<file path="src/rtl/mc_ctrl_pkg.sv">
// Shared encodings for the multicycle CPU controller: FSM states, opcode/func
// fields, ALU operation codes and the decoded instruction class.
package mc_ctrl_pkg;

  typedef enum logic [2:0] {
    S_IF  = 3'd0,
    S_ID  = 3'd1,
    S_EXE = 3'd2,
    S_MEM = 3'd3,
    S_WB  = 3'd4
  } state_t;

  localparam logic [5:0] OP_R    = 6'b000000;
  localparam logic [5:0] OP_ADDI = 6'b001000;
  localparam logic [5:0] OP_ANDI = 6'b001100;
  localparam logic [5:0] OP_ORI  = 6'b001101;
  localparam logic [5:0] OP_XORI = 6'b001110;
  localparam logic [5:0] OP_LUI  = 6'b001111;
  localparam logic [5:0] OP_LW   = 6'b100011;
  localparam logic [5:0] OP_SW   = 6'b101011;
  localparam logic [5:0] OP_BEQ  = 6'b000100;
  localparam logic [5:0] OP_BNE  = 6'b000101;
  localparam logic [5:0] OP_J    = 6'b000010;
  localparam logic [5:0] OP_JAL  = 6'b000011;

  localparam logic [5:0] FN_ADD = 6'b100000;
  localparam logic [5:0] FN_SUB = 6'b100010;
  localparam logic [5:0] FN_AND = 6'b100100;
  localparam logic [5:0] FN_OR  = 6'b100101;
  localparam logic [5:0] FN_XOR = 6'b100110;
  localparam logic [5:0] FN_SLL = 6'b000000;
  localparam logic [5:0] FN_SRL = 6'b000010;
  localparam logic [5:0] FN_SRA = 6'b000011;
  localparam logic [5:0] FN_JR  = 6'b001000;

  localparam logic [3:0] ALU_ADD = 4'd0;
  localparam logic [3:0] ALU_SUB = 4'd1;
  localparam logic [3:0] ALU_AND = 4'd2;
  localparam logic [3:0] ALU_OR  = 4'd3;
  localparam logic [3:0] ALU_XOR = 4'd4;
  localparam logic [3:0] ALU_LUI = 4'd5;
  localparam logic [3:0] ALU_SLL = 4'd6;
  localparam logic [3:0] ALU_SRL = 4'd7;
  localparam logic [3:0] ALU_SRA = 4'd8;

  typedef enum logic [3:0] {
    C_ILL, C_RALU, C_IALU, C_LW, C_SW, C_BEQ, C_BNE, C_J, C_JAL, C_JR
  } iclass_t;

  typedef struct packed {
    iclass_t    cls;
    logic [3:0] aluc;
    logic       shift;
    logic       sext;
  } dec_t;

endpackage

</file>
<file path="src/rtl/mc_decode.sv">
// Combinational instruction decode: op/func to instruction class, ALU op,
// shift-amount select and immediate sign-extension for the EXE step.
module mc_decode
  import mc_ctrl_pkg::*;
(
  input  logic [5:0] i_op,
  input  logic [5:0] i_func,
  output dec_t       o_dec
);

  always_comb begin
    o_dec.cls   = C_ILL;
    o_dec.aluc  = ALU_ADD;
    o_dec.shift = 1'b0;
    o_dec.sext  = 1'b0;
    case (i_op)
      OP_R: begin
        case (i_func)
          FN_ADD: begin o_dec.cls = C_RALU; o_dec.aluc = ALU_ADD; end
          FN_SUB: begin o_dec.cls = C_RALU; o_dec.aluc = ALU_SUB; end
          FN_AND: begin o_dec.cls = C_RALU; o_dec.aluc = ALU_AND; end
          FN_OR:  begin o_dec.cls = C_RALU; o_dec.aluc = ALU_OR;  end
          FN_XOR: begin o_dec.cls = C_RALU; o_dec.aluc = ALU_XOR; end
          FN_SLL: begin o_dec.cls = C_RALU; o_dec.aluc = ALU_SLL; o_dec.shift = 1'b1; end
          FN_SRL: begin o_dec.cls = C_RALU; o_dec.aluc = ALU_SRL; o_dec.shift = 1'b1; end
          FN_SRA: begin o_dec.cls = C_RALU; o_dec.aluc = ALU_SRA; o_dec.shift = 1'b1; end
          FN_JR:  o_dec.cls = C_JR;
          default: ;
        endcase
      end
      OP_ADDI: begin o_dec.cls = C_IALU; o_dec.aluc = ALU_ADD; o_dec.sext = 1'b1; end
      OP_ANDI: begin o_dec.cls = C_IALU; o_dec.aluc = ALU_AND; end
      OP_ORI:  begin o_dec.cls = C_IALU; o_dec.aluc = ALU_OR;  end
      OP_XORI: begin o_dec.cls = C_IALU; o_dec.aluc = ALU_XOR; end
      OP_LUI:  begin o_dec.cls = C_IALU; o_dec.aluc = ALU_LUI; end
      OP_LW:   begin o_dec.cls = C_LW;   o_dec.sext = 1'b1; end
      OP_SW:   begin o_dec.cls = C_SW;   o_dec.sext = 1'b1; end
      OP_BEQ:  begin o_dec.cls = C_BEQ;  o_dec.aluc = ALU_SUB; end
      OP_BNE:  begin o_dec.cls = C_BNE;  o_dec.aluc = ALU_SUB; end
      OP_J:    o_dec.cls = C_J;
      OP_JAL:  o_dec.cls = C_JAL;
      default: ;
    endcase
  end

endmodule

</file>
<file path="src/rtl/mc_ctrl.sv">
// Multicycle CPU control FSM (IF/ID/EXE/MEM/WB). Optional performance counters
// cyc_cnt/instret are compiled in when MC_CTRL_PERF_EN is defined.
module mc_ctrl
  import mc_ctrl_pkg::*;
#(
  parameter logic [1:0] RST_PC_SEL = 2'b00
) (
  input  logic        clk,
  input  logic        clr,
  input  logic [5:0]  op,
  input  logic [5:0]  func,
  input  logic        zero,
  input  logic        mem_rdy,
  output logic        mem_req,
  output logic        wmem,
  output logic        iord,
  output logic        wpc,
  output logic        wir,
  output logic        wreg,
  output logic        regrt,
  output logic        m2reg,
  output logic        jal,
  output logic        sext,
  output logic        shift,
  output logic [1:0]  alusrcb,
  output logic [3:0]  aluc,
  output logic [1:0]  pcsource,
  output logic [2:0]  state
`ifdef MC_CTRL_PERF_EN
  ,
  output logic [31:0] cyc_cnt,
  output logic [31:0] instret
`endif
);

  state_t r_state;
  state_t w_next;
  dec_t   w_dec;
  logic   w_taken;

  mc_decode u_decode (
    .i_op   (op),
    .i_func (func),
    .o_dec  (w_dec)
  );

  assign w_taken = ((w_dec.cls == C_BEQ) &  zero) |
                   ((w_dec.cls == C_BNE) & ~zero);
  assign state   = r_state;

  always_comb begin
    w_next = S_IF;
    case (r_state)
      S_IF:  w_next = mem_rdy ? S_ID : S_IF;
      S_ID: begin
        case (w_dec.cls)
          C_J, C_JAL, C_JR, C_ILL: w_next = S_IF;
          default:                 w_next = S_EXE;
        endcase
      end
      S_EXE: begin
        case (w_dec.cls)
          C_LW, C_SW:   w_next = S_MEM;
          C_BEQ, C_BNE: w_next = S_IF;
          default:      w_next = S_WB;
        endcase
      end
      S_MEM: begin
        if (!mem_rdy)                w_next = S_MEM;
        else if (w_dec.cls == C_LW)  w_next = S_WB;
        else                         w_next = S_IF;
      end
      S_WB:    w_next = S_IF;
      default: w_next = S_IF;
    endcase
  end

  always_ff @(posedge clk) begin
    if (clr) r_state <= S_IF;
    else     r_state <= w_next;
  end

  always_comb begin
    mem_req  = 1'b0;
    wmem     = 1'b0;
    iord     = 1'b0;
    wpc      = 1'b0;
    wir      = 1'b0;
    wreg     = 1'b0;
    regrt    = 1'b0;
    m2reg    = 1'b0;
    jal      = 1'b0;
    sext     = 1'b0;
    shift    = 1'b0;
    alusrcb  = 2'b00;
    aluc     = ALU_ADD;
    pcsource = 2'b00;
    case (r_state)
      S_IF: begin
        mem_req = 1'b1;
        alusrcb = 2'b01;
        wir     = mem_rdy;
        wpc     = mem_rdy;
      end
      S_ID: begin
        // ALU precomputes PC+4 + (imm<<2) so EXE can redirect on a branch.
        alusrcb = 2'b11;
        sext    = 1'b1;
        case (w_dec.cls)
          C_J:   begin wpc = 1'b1; pcsource = 2'b11; end
          C_JAL: begin wpc = 1'b1; pcsource = 2'b11; wreg = 1'b1; jal = 1'b1; end
          C_JR:  begin wpc = 1'b1; pcsource = 2'b10; end
          default: ;
        endcase
      end
      S_EXE: begin
        aluc = w_dec.aluc;
        sext = w_dec.sext;
        case (w_dec.cls)
          C_RALU:             shift = w_dec.shift;
          C_IALU, C_LW, C_SW: alusrcb = 2'b10;
          C_BEQ, C_BNE: begin
            wpc      = w_taken;
            pcsource = w_taken ? 2'b01 : 2'b00;
          end
          default: ;
        endcase
      end
      S_MEM: begin
        mem_req = 1'b1;
        iord    = 1'b1;
        wmem    = (w_dec.cls == C_SW);
      end
      S_WB: begin
        wreg  = 1'b1;
        regrt = (w_dec.cls == C_IALU) | (w_dec.cls == C_LW);
        m2reg = (w_dec.cls == C_LW);
      end
      default: ;
    endcase
    // Reset abandons any access in flight: no strobe may leak out while clr is high.
    if (clr) begin
      mem_req  = 1'b0;
      wmem     = 1'b0;
      wpc      = 1'b0;
      wir      = 1'b0;
      wreg     = 1'b0;
      pcsource = RST_PC_SEL;
    end
  end

`ifdef MC_CTRL_PERF_EN
  logic [31:0] r_cyc_cnt;
  logic [31:0] r_instret;

  always_ff @(posedge clk) begin
    if (clr) begin
      r_cyc_cnt <= 32'd0;
      r_instret <= 32'd0;
    end else begin
      r_cyc_cnt <= r_cyc_cnt + 32'd1;
      if ((r_state != S_IF) && (w_next == S_IF))
        r_instret <= r_instret + 32'd1;
    end
  end

  assign cyc_cnt = r_cyc_cnt;
  assign instret = r_instret;
`endif

endmodule

</file>
<file path="config.mk">
export PLATFORM = sky130hd
export DESIGN_NAME = mc_ctrl
export DESIGN_NICKNAME = d
export VERILOG_FILES = /design/src/rtl/mc_ctrl_pkg.sv /design/src/rtl/mc_decode.sv /design/src/rtl/mc_ctrl.sv
export SDC_FILE = /design/constraint.sdc
export NUM_CORES = 1
export LEC_CHECK = 0
export ABC_CLOCK_PERIOD_IN_PS = 2700
export CAP_MARGIN = 5
export CELL_PAD_IN_SITES_DETAIL_PLACEMENT = 0
export CELL_PAD_IN_SITES_GLOBAL_PLACEMENT = 1
export CORE_UTILIZATION = 28
export DETAILED_ROUTE_END_ITERATION = 6
export PLACE_DENSITY = 0.85
export SLEW_MARGIN = 25
export SYNTH_ARGS = -nofsm -noshare
export SYNTH_HDL_FRONTEND = slang
export SYNTH_SLANG_ARGS = --single-unit
export TNS_END_PERCENT = 1
</file>
<file path="constraint.sdc">
create_clock -name clk -period 2.7 [get_ports clk]
set_input_delay 0.54 -clock clk [delete_from_list [all_inputs] [get_ports clk]]
set_output_delay 0.54 -clock clk [all_outputs]
set_load 0.005 [all_outputs]
</file>
## Yosys cells after proc, flatten, opt, wreduce, memory -nomap -nowiden

Index checks and enable logic that the tools add are counted.

- Register bits after elaboration: 3
- Output and inout port bits: 22
- Word-level logic and storage cells: 95

- Equality and inequality tests: 32
- Multiplexer cells: 41
- Bitwise gates (word level): 5
- Reduce and logical (&&, ||, !) cells: 16

Operators with widths:

| operator | number |
|---|---|
| $eq A6 B6 Y1 const B | 7 |
| $eq A6 B4 Y1 const B | 6 |
| $pmux W4 S8 | 1 |
| $pmux W4 S7 | 1 |
| $eq A6 B2 Y1 const B | 4 |
| $pmux W4 S6 | 1 |
| $mux W1 | 23 |
| $eq A4 B3 Y1 const B | 4 |
| $eq A6 B3 Y1 const B | 2 |
| $logic_not A6 Y1 | 2 |
| $pmux W3 S4 | 1 |
| $reduce_or A3 Y1 | 4 |
| $reduce_or A2 Y1 | 5 |
| $eq A4 B2 Y1 const B | 2 |
| $eq A4 B4 Y1 const B | 2 |
| $pmux W2 S2 | 2 |
| $pmux W4 S2 | 1 |
| $reduce_or A8 Y1 | 1 |
| $eq A3 B2 Y1 const B | 2 |
| $mux W2 | 3 |
| $mux W3 | 2 |
| $pmux W2 S3 | 1 |
| $pmux W3 S2 | 1 |
| $reduce_or A5 Y1 | 1 |
| 12 further kinds | 15 |

## Depth between registers and ports, before layout

Gate-level depths: netlist of run 1.

- Depth after elaboration: 11
- Depth in mapped cells: 6

## By module

Synthesis of run 1 repeated with hierarchy kept, for this count alone.

- Cell total of the unflattened synthesis: 130
- Area total of the unflattened synthesis: 948.4 um^2

By module, submodules not included:

| module | times used | cells each | area each (um^2) | sequential area each (um^2) |
|---|---|---|---|---|
| mc_ctrl | 1 | 69 | 559.3 | 60.1 |
| mc_decode | 1 | 61 | 389.1 | 0.0 |

## Least setup slack after synthesis of run 1

Ideal clock, no wire load.

- Path kind: input port to output port
- Start: input port func[1]
- End: output port pcsource[0]
- Arrival: 1.956 ns
- Required time: 2.160 ns
- Slack: 0.204 ns
- Stages: 6
- Buffers on the path: 1
- Cell sequence: buf_6 or4b_4 nor3_2 nand2_1 a2111oi_4 o31a_1

- Cells in the longest elaborated chain, start to end: 11

RTL lines:

| element | RTL line | text |
|---|---|---|
| from (decl) | mc_ctrl.sv:11 | `input logic [5:0] func,` |
| $eq A6 B6 Y1 (tied with other cells) | mc_decode.sv:18 | `case (i_func)` |
| $reduce_or A8 Y1 (no source line) | n/a |  |
| $pmux W4 S2 * | mc_decode.sv:18 |  |
| $pmux W4 S8 * | mc_decode.sv:16 | `case (i_op)` |
| $eq A4 B3 Y1 (on tied branches) | mc_ctrl.sv:47, mc_ctrl.sv:119, mc_ctrl.sv:48 |  |
| $and A1 B1 Y1 (on tied branches) | mc_ctrl.sv:47, mc_ctrl.sv:48 |  |
| $or A1 B1 Y1 | mc_ctrl.sv:47 | `assign w_taken = ((w_dec.cls == C_BEQ) & zero) \|` |
| $mux W1 | mc_ctrl.sv:124 | `pcsource = w_taken ? 2'b01 : 2'b00;` |
| $mux W1 | mc_ctrl.sv:119 | `case (w_dec.cls)` |
| $pmux W2 S2 * | mc_ctrl.sv:98 | `case (r_state)` |
| $mux W2 * | mc_ctrl.sv:142 | `if (clr) begin` |
| to (decl) | mc_ctrl.sv:27 | `output logic [1:0] pcsource,` |

Every way passes the cells marked *; elsewhere a longest branch is shown, timed or not.

## Worst setup path in the final report of run 1

- Start: input port op[5]
- End: output port pcsource[0]

- Cells in the longest elaborated chain, start to end: 10

RTL lines:

| element | RTL line | text |
|---|---|---|
| from (decl) | mc_ctrl.sv:10 | `input logic [5:0] op,` |
| $eq A6 B4 Y1 | mc_decode.sv:16 |  |
| $reduce_or A5 Y1 (no source line) | n/a |  |
| $pmux W4 S8 * | mc_decode.sv:16 |  |
| $eq A4 B3 Y1 (on tied branches) | mc_ctrl.sv:47, mc_ctrl.sv:119, mc_ctrl.sv:48 |  |
| $and A1 B1 Y1 (on tied branches) | mc_ctrl.sv:47, mc_ctrl.sv:48 |  |
| $or A1 B1 Y1 | mc_ctrl.sv:47 |  |
| $mux W1 | mc_ctrl.sv:124 |  |
| $mux W1 | mc_ctrl.sv:119 |  |
| $pmux W2 S2 * | mc_ctrl.sv:98 |  |
| $mux W2 * | mc_ctrl.sv:142 |  |

Marks and branches as above.

==> results.sh, run 1 <==
export IMPL_gp_congestion=0.873
export IMPL_maxCapViolCount=0
export IMPL_n_fill_cell=256
export IMPL_start_util_pct=30.0
export IMPL_ctsHoldBuffers=0
export IMPL_busiest_layer="met2"
export IMPL_grt_overflow_total=0
export IMPL_ant_nets=0
export IMPL_wire_per_inst_microns=15.1
export IMPL_use_met3_pct=2.53
export IMPL_syn_area_sq_um=835
export IMPL_period_minus_slack_ps=2680
export IMPL_path_max_fanout=6
export IMPL_synth_edf_count=0
export IMPL_dr_pass1_iters=5
export IMPL_setup_ws_ps=21.6
export IMPL_synth_seq_cells=3
export IMPL_die_area_sq_um=3200
export IMPL_path_cells="buf_6 > nor4_4 > nand2_2 > buf_6 > o32ai_4 > buf_6 > a2111oi_4 > o31a_1 > clkbuf_2"
export IMPL_drc=0
export IMPL_p_leak_nw=0.759
export IMPL_powerDensity_nw_per_um2=180
export IMPL_die_w_microns=56.6
export IMPL_syn2layout_area_growth_pct=103
export IMPL_num_vias=1290
export IMPL_yosysMostFrequentCell="nor2_1"
export IMPL_tightest_slew_ps=376
export IMPL_die_y_microns=56.6
export IMPL_ys_top_cells_by_area="dfxtp_1 (7.2%), nand2b_1 (6.7%), nor2_1 (5.8%), a21oi_1 (5.4%), nor3_1 (3.6%)"
export IMPL_grt_pass1_wl_microns=5720
export IMPL_crit_slowest_cell="nor4_4"
export IMPL_final_cells=235
export IMPL_fmax_ghz=0.373
export IMPL_synthArstFlopShare_pct=0
export IMPL_yosysSeqAreaShare_pct=7.20
export IMPL_crit_type="in2out"
export IMPL_cts_sinks=3
export IMPL_yosys_warnings=0
export IMPL_grt_antenna_before_repair=0
export IMPL_ios=38
export IMPL_synthCells=123
export IMPL_io_buffers=37
export IMPL_crit_arrival_ps=2140
export IMPL_crit_required_ps=2160
export IMPL_clockBufferDepth=2
export IMPL_cpPeakStageDelay_ps=320
export IMPL_rsz0062_at_grt="true"
export IMPL_min_period_over_period_pct=99.2
export IMPL_layout_drive_gt1_share_pct=45.1
export IMPL_root_buffer="clkbuf_4"
export IMPL_hold_viol_final=0
export IMPL_crit_top_cell="buf_6"
export IMPL_rows=19
export IMPL_use_met2_pct=38.0
export IMPL_dp_slack_ps=-751
export IMPL_fin_nets=221
export IMPL_status="completed"
export IMPL_setup_viol=0
export IMPL_critPathCaptureType="output pin"
export IMPL_grtUsageMet1_pct=28.2
export IMPL_finalSetupTns_ps=0
export IMPL_htreeDepth=1
export IMPL_syn_avg_cell_area_sq_um=6.78
export IMPL_slew_limit_headroom_pct=74.9
export IMPL_drt_initial_drc_count=39
export IMPL_ir_worst_vdd_v=0.000237
export IMPL_ys_flop_type="dfxtp_1"
export IMPL_cts_tree="yes"
export IMPL_synth_nets=139
export IMPL_slew_violations=0
export IMPL_dp_hpwl_microns=2540
export IMPL_antenna_cells=0
export IMPL_hp_class="reg2reg"
export IMPL_largest_reg_flops=3
export IMPL_worst_setup_path_start_kind="primary input"
export IMPL_clk_pin_slew_ps=40
export IMPL_fin_util_pct=60.9
export IMPL_place_inst=223
export IMPL_synth_top_area_share_pct=7.20
export IMPL_wl_microns=3540
export IMPL_synth_distinct_cells=51
export IMPL_synth_top_area_cell="dfxtp_1"
export IMPL_synthTopCellsByCount="nor2_1 (13), a21oi_1 (9), nand2b_1 (9)"
export IMPL_grt_pass1_vias=1302
export IMPL_clkLatencyLatePin_ps=240
export IMPL_routed_via_density=5.49
export IMPL_grt_max_degree=12
export IMPL_grt_util_all_layers_pct=21.9
export IMPL_rr_worst_depth=6
export IMPL_hold_path_cell_count=1
export IMPL_coreArea_sq_um=2780
export IMPL_cts_made_buffers=3
export IMPL_clock_skew_final_ps=3.54
export IMPL_whs_ps=714
## layout by cell type (no fill, tap or decap), types with 4 or more instances in the layout
cell / Yosys / routed
a21oi_1: 9 / 8
o21ai_1: 1 / 5
buf_6: 1 / 7
clkbuf_4: 0 / 4
buf_4: 0 / 44
dlymetal6s2s_1: 0 / 4
clkdlybuf4s50_1: 0 / 11
nor2_1: 13 / 12
dlygate4sd2_1: 0 / 5
clkbuf_2: 0 / 12
nand2b_1: 9 / 8
nand2_1: 8 / 7
## what timing repair did
action                     CTS  global route
setup endpoints to repair   15            14
gates cloned                 0             0
setup buffers                3             5
pin swaps                   16            18
hold endpoints to repair     0             0
gates resized for setup     54            49
## critical path, delay by kind of cell
family / cells / cell delay, ps
AO/OA/AOI/OAI: 3 / 600
buffers and inverters: 4 / 520
AND/OR/NAND/NOR: 2 / 470
## worst paths after layout
kind	from	end	slack, ps
min	state[2]	state[0]	710
max reg2reg	state[1]	state[1]	1160
min reg2reg	state[2]	state[0]	710
max	op[5]	pcsource[0]	20
## cell families after synthesis
group | after synthesis | synth area share [%]
mux | 1 | 1.20
flops | 3 | 7.20
simple gates | 71 | 52.0
compound gates | 33 | 30.4
xor+xnor | 2 | 2.10
buf+inv | 13 | 7.05
## power breakdown
group | switching [mW] | total [mW] | internal, mW | leakage, nW
registers | 0.00281 | 0.0487 | 0.0459 | 0.0244
clock network | 0.0310 | 0.0870 | 0.0559 | 0.0150
logic | 0.0793 | 0.170 | 0.0902 | 0.719
total | 0.113 | 0.305 | 0.192 | 0.759
## layer usage
metal,vias to the layer above,routed length (microns)
li1,630,-
met1,617,1560
met4,0,50
met3,6,145
met5,-,0
met2,37,1780
## through the flow
step | instance area, sq um | power, mW
floorplan | 835 | 0.111
CTS | 1670 | 0.299
global placement | 1510 | 0.196
global route | 1690 | 0.325
finish | 1690 | 0.305
detailed placement | 1510 | 0.199
## cell type report
type / count / area, sq um / share of cell area, %
clock buffer: 4 / 26.3 / 1.55
inverter: 3 / 11.3 / 0.665
multi-input combinational: 107 / 855 / 50.5
sequential: 3 / 60.1 / 3.55
tap: 31 / 38.8 / 2.29
timing repair buffer: 87 / 702 / 41.5
Note: power is estimated with default switching activity, not from simulation.
==> run 2, diff against run 1 <==
CORE_MARGIN = 2   (was not set)
==> run 2 against run 1 <==
  * The flow now finishes with violations (DRC, setup timing)
  * Final cell count increased by 0.43%
  * Worst setup slack worse by 150 ps
  * Via count decreased by 0.78%
  * Design area is 1.2% higher
  * Sequential power about the same
  * Flip-flop and latch count did not move
  * Global-route usage fell by 2.3 points
  * Sequential share of layout area hardly changed
  * Critical endpoint is now wpc
  * Largest power group unchanged
==> results.sh, run 2 (same netlist as run 1, synthesis figures left out) <==
export IMPL_htreeDepth=1
export IMPL_ant_nets=0
export IMPL_crit_arrival_ps=2290
export IMPL_cts_made_buffers=3
export IMPL_clockBufferDepth=2
export IMPL_die_y_microns=58.6
export IMPL_maxCapViolCount=0
export IMPL_clkLatencyLatePin_ps=230
export IMPL_slew_violations=0
export IMPL_fin_util_pct=61.1
export IMPL_start_util_pct=29.8
export IMPL_grt_pass1_vias=1266
export IMPL_io_buffers=37
export IMPL_drt_initial_drc_count=39
export IMPL_gp_congestion=0.819
export IMPL_crit_required_ps=2160
export IMPL_stdcell_area_sq_um=1710
export IMPL_busiest_layer="met2"
export IMPL_syn2layout_area_growth_pct=105
export IMPL_slew_limit_headroom_pct=74.2
export IMPL_dr_pass1_iters=6
export IMPL_status="complete, but fails checks"
export IMPL_clk_pin_slew_ps=30
export IMPL_rr_worst_depth=6
export IMPL_most_common_layout_cells="buf_4 (45), nor2_1 (12), clkdlybuf4s50_1 (11)"
export IMPL_wire_per_inst_microns=14.0
export IMPL_setup_ws_ps=-128
export IMPL_fmax_ghz=0.354
export IMPL_grt_antenna_before_repair=0
export IMPL_layout_drive_gt1_share_pct=44.9
export IMPL_drc=5
export IMPL_startpoint="func[4]"
export IMPL_critPathCaptureType="output pin"
export IMPL_num_vias=1280
export IMPL_rows=19
export IMPL_grt_max_degree=12
export IMPL_powerDensity_nw_per_um2=172
export IMPL_worst_setup_path_start_kind="primary input"
export IMPL_fin_nets=222
export IMPL_place_area_sq_um=1540
export IMPL_routed_via_density=5.42
export IMPL_dp_hpwl_microns=2590
export IMPL_ir_worst_vdd_v=0.000202
export IMPL_hold_viol_final=0
export IMPL_ctsHoldBuffers=0
export IMPL_die_w_microns=58.6
export IMPL_cts_sinks=3
export IMPL_hp_class="reg2reg"
export IMPL_grt_pass1_wl_microns=5440
export IMPL_cp_endpoint="wpc"
export IMPL_largest_reg_flops=3
export IMPL_path_max_fanout=2
export IMPL_r2r_end="state[1]"
export IMPL_crit_type="in2out"
export IMPL_cts_tree="yes"
export IMPL_min_period_over_period_pct=105
export IMPL_r2r_slack_ps=1210
export IMPL_final_common_cell="buf_4"
export IMPL_whs_ps=686
export IMPL_dp_slack_ps=-676
export IMPL_rsz0062_at_grt="true"
export IMPL_root_buffer="clkbuf_4"
export IMPL_period_minus_slack_ps=2830
export IMPL_tightest_slew_ps=387
export IMPL_grt_util_all_layers_pct=19.6
export IMPL_multi_input_area_sq_um=863
export IMPL_wl_microns=3300
export IMPL_antenna_cells=0
export IMPL_violations="DRC, setup timing"
export IMPL_die_area_sq_um=3430
export IMPL_coreArea_sq_um=2810
export IMPL_place_inst=227
export IMPL_ff_latch_area_sq_um=60.1
export IMPL_p_leak_nw=0.720
export IMPL_use_met3_pct=1.54
export IMPL_r2r_start="state[1]"
export IMPL_n_fill_cell=259
export IMPL_setup_viol=5
export IMPL_final_cells=236
export IMPL_clock_skew_final_ps=1.57
export IMPL_grt_overflow_total=0
export IMPL_grtUsageMet1_pct=24.9
export IMPL_ios=38
export IMPL_use_met2_pct=34.8
-- run 2: cell count changes in the layout (fill, tap and decap cells not counted), sizes merged --
cell           before  now
dlymetal6s2s        4    1
clkbuf             17   11
buf                53   55
dlygate4sd2         5   10
clkdlybuf4s15       1    4
-- run 2: how the worst min path moves through the flow --
stage / depth (start not counted) / end / slack [ps] / startpoint
after global placement: 1 / state[0] / 650 / state[2]
after floorplan: 1 / state[0] / 620 / clr
after global routing: 1 / state[0] / 770 / state[2]
final: 1 / state[0] / 690 / state[2]
after CTS: 1 / state[0] / 680 / state[2]
after detailed placement: 1 / state[0] / 670 / state[2]
-- run 2: area by class of cell --
type,instances,share of cell area (%)
multi-input cells,107,50.4
well taps,31,2.26
clock buffers,4,1.53
flip-flops and latches,3,3.51
inverters,3,0.657
repair buffers,88,41.6
-- run 2: layer usage --
metal / wire (microns) / part of all wire [%]
met5: 0 / 0
met3: 154 / 4.7
met1: 1360 / 41
met2: 1770 / 54
met4: 8 / 0.24
-- run 2: power by group --
| part | total, mW | internal, mW | leakage, nW | switching (mW) |
|---|---|---|---|---|
| Sequential | 0.0489 | 0.0460 | 0.0244 | 0.00283 |
| Combinational | 0.171 | 0.0924 | 0.681 | 0.0786 |
| Clock | 0.0750 | 0.0551 | 0.0150 | 0.0198 |
-- run 2: through the flow --
stage / setup TNS, ps / total power [mW]
6_report: -327 / 0.295
5_1_grt: -768 / 0.318
4_1_cts: -988 / 0.293
3_5_place_dp: -8200 / 0.204
3_3_place_gp: -7950 / 0.200
2_1_floorplan: 0 / 0.111
-- run 2: what timing repair did --
action | CTS | global route
gates resized for setup | 60 | 35
buffers inserted | 4 | 1
endpoints found under the setup margin | 15 | 12
pin swaps | 12 | 9
-- run 2: critical path, stage by stage --
cell	delay (ps)
dlygate4sd2_1	250
or4b_4	540
o41a_1	420
buf_4	160
o21ai_2	100
o211ai_1	90
nand2b_1	90
buf_2	110
==> run 3, diff against run 2 <==
SETUP_SLACK_MARGIN = 0.4   (was not set)
==> run 3 against run 2 <==
  * The flow finishes with violations (DRC)
  * First-iteration DRC count down 13%
  * Critical endpoint unchanged
  * Power grew 5.9%
  * Worst setup slack gained 170 ps
==> results.sh, run 3 (same netlist as run 1, synthesis figures left out) <==
export IMPL_dr_pass1_iters=6
export IMPL_drc=2
export IMPL_seqPwrFrac_pct=15.6
export IMPL_r2r_end="state[1]"
export IMPL_p_sw_share_pct=36.0
export IMPL_io_buffers=37
export IMPL_violations="DRC"
export IMPL_ctsHoldBuffers=0
export IMPL_clock_skew_final_ps=10.5
export IMPL_fin_util_pct=62.6
export IMPL_crit_required_ps=2160
export IMPL_hold_path_cell_count=1
export IMPL_layout_drive_gt1_share_pct=55.6
export IMPL_slew_limit_headroom_pct=70.6
export IMPL_rows=19
export IMPL_clockBufferDepth=2
export IMPL_min_to="state[0]"
export IMPL_comb_power_share_pct=57.6
export IMPL_ant_nets=0
export IMPL_setup_ws_ps=41.4
export IMPL_grt_antenna_before_repair=0
export IMPL_die_w_microns=58.6
export IMPL_num_vias=1293
export IMPL_min_period_over_period_pct=98.5
export IMPL_internal_power_uw=200
export IMPL_p_sw_uw=113
export IMPL_status="complete, but fails checks"
export IMPL_syn2layout_area_growth_pct=110
export IMPL_wire_per_inst_microns=15.3
export IMPL_r2r_start="state[1]"
export IMPL_grt_overflow_total=0
export IMPL_grt_pass1_vias=1333
export IMPL_r2r_slack_ps=1080
export IMPL_coreArea_sq_um=2810
export IMPL_whs_ps=733
export IMPL_ir_worst_vdd_v=0.000168
export IMPL_crit_arrival_ps=2120
export IMPL_grt_pass1_wl_microns=5930
export IMPL_rsz0062_at_grt="true"
export IMPL_worst_setup_path_start_kind="primary input"
export IMPL_p_clk_share_pct=26.7
export IMPL_cts_sinks=3
export IMPL_die_y_microns=58.6
export IMPL_place_area_sq_um=1530
export IMPL_final_cells=238
export IMPL_hold_path_startpoint="state[2]"
export IMPL_maxCapViolCount=0
export IMPL_stdcell_area_sq_um=1760
export IMPL_largest_reg_flops=3
export IMPL_place_inst=225
export IMPL_dp_slack_ps=-778
export IMPL_htreeDepth=1
export IMPL_hold_viol_final=0
export IMPL_cts_made_buffers=3
export IMPL_period_minus_slack_ps=2660
export IMPL_setup_viol=0
export IMPL_ios=38
export IMPL_grt_util_all_layers_pct=21.8
export IMPL_gp_congestion=0.820
export IMPL_fin_nets=224
export IMPL_hp_class="reg2reg"
export IMPL_path_max_fanout=4
export IMPL_powerDensity_nw_per_um2=178
export IMPL_final_common_cell="buf_4"
export IMPL_crit_type="in2out"
export IMPL_rr_worst_depth=6
export IMPL_slew_violations=0
export IMPL_drt_initial_drc_count=34
export IMPL_grt_max_degree=12
export IMPL_routed_via_density=5.43
export IMPL_wl_microns=3650
export IMPL_clk_pin_slew_ps=40
export IMPL_clkLatencyLatePin_ps=250
export IMPL_dp_hpwl_microns=2550
export IMPL_critPathCaptureType="output pin"
export IMPL_die_area_sq_um=3430
export IMPL_fmax_ghz=0.376
export IMPL_start_util_pct=29.8
export IMPL_antenna_cells=0
export IMPL_most_common_layout_cells="buf_4 (49), buf_2 (15), buf_6 (11)"
export IMPL_root_buffer="clkbuf_4"
export IMPL_p_leak_nw=0.712
export IMPL_tightest_slew_ps=441
export IMPL_cts_tree="yes"
## run 3: cell type report
class | count | area [sq um]
fill | 252 | 1050
multi-input combinational | 107 | 895
timing repair buffer | 90 | 726
sequential | 3 | 60.1
tap | 31 | 38.8
clock buffer | 4 | 26.3
inverter | 3 | 11.3
## run 3: per-stage QoR
step | TNS (ps) | power [mW]
finish | 0 | 0.312
CTS | -35.3 | 0.305
global placement | -8280 | 0.198
global route | -47.3 | 0.332
floorplan | 0 | 0.112
detailed placement | -8770 | 0.200
## run 3: routing by layer
layer | routed length [microns] | vias to the layer above | track usage (%)
li1 | - | 630 | -
met1 | 1450 | 614 | 24.8
met4 | 67 | 0 | 7.79
met5 | 0 | - | 0
met3 | 198 | 6 | 2.42
met2 | 1930 | 43 | 41.6
## run 3: worst max-delay path by stage
stage	startpoint	to	slack [ps]	depth (start not counted)
detailed placement	op[2]	aluc[2]	-780	7
global route	op[4]	pcsource[0]	-40	9
floorplan	func[1]	pcsource[0]	270	6
finish	func[1]	wpc	40	8
CTS	func[5]	wpc	-40	8
global placement	op[2]	aluc[2]	-670	7
## run 3: power by group through the flow
stage / combinational (mW) / clock (mW) / sequential (mW)
6_report: 0.180 / 0.0835 / 0.0488
5_1_grt: 0.192 / 0.0906 / 0.0490
4_1_cts: 0.171 / 0.0859 / 0.0487
3_5_place_dp: 0.151 / 0 / 0.0492
3_3_place_gp: 0.149 / 0 / 0.0490
2_1_floorplan: 0.0634 / 0 / 0.0486
## run 3: repair_timing
| action | 4_1_cts | 5_1_grt |
|---|---|---|
| buffers inserted | 7 | 2 |
| pin swaps | 32 | 19 |
| cloned | 0 | 0 |
| gates resized for setup | 149 | 17 |
| setup endpoints to repair | 18 | 14 |
## run 3: worst max-delay path, stage by stage
cell and delay (ps):
buf_6 100, or4b_4 550, o41a_1 360, buf_4 160, o21ai_2 120, o211ai_1 100, nand2b_1 80, buf_2 100
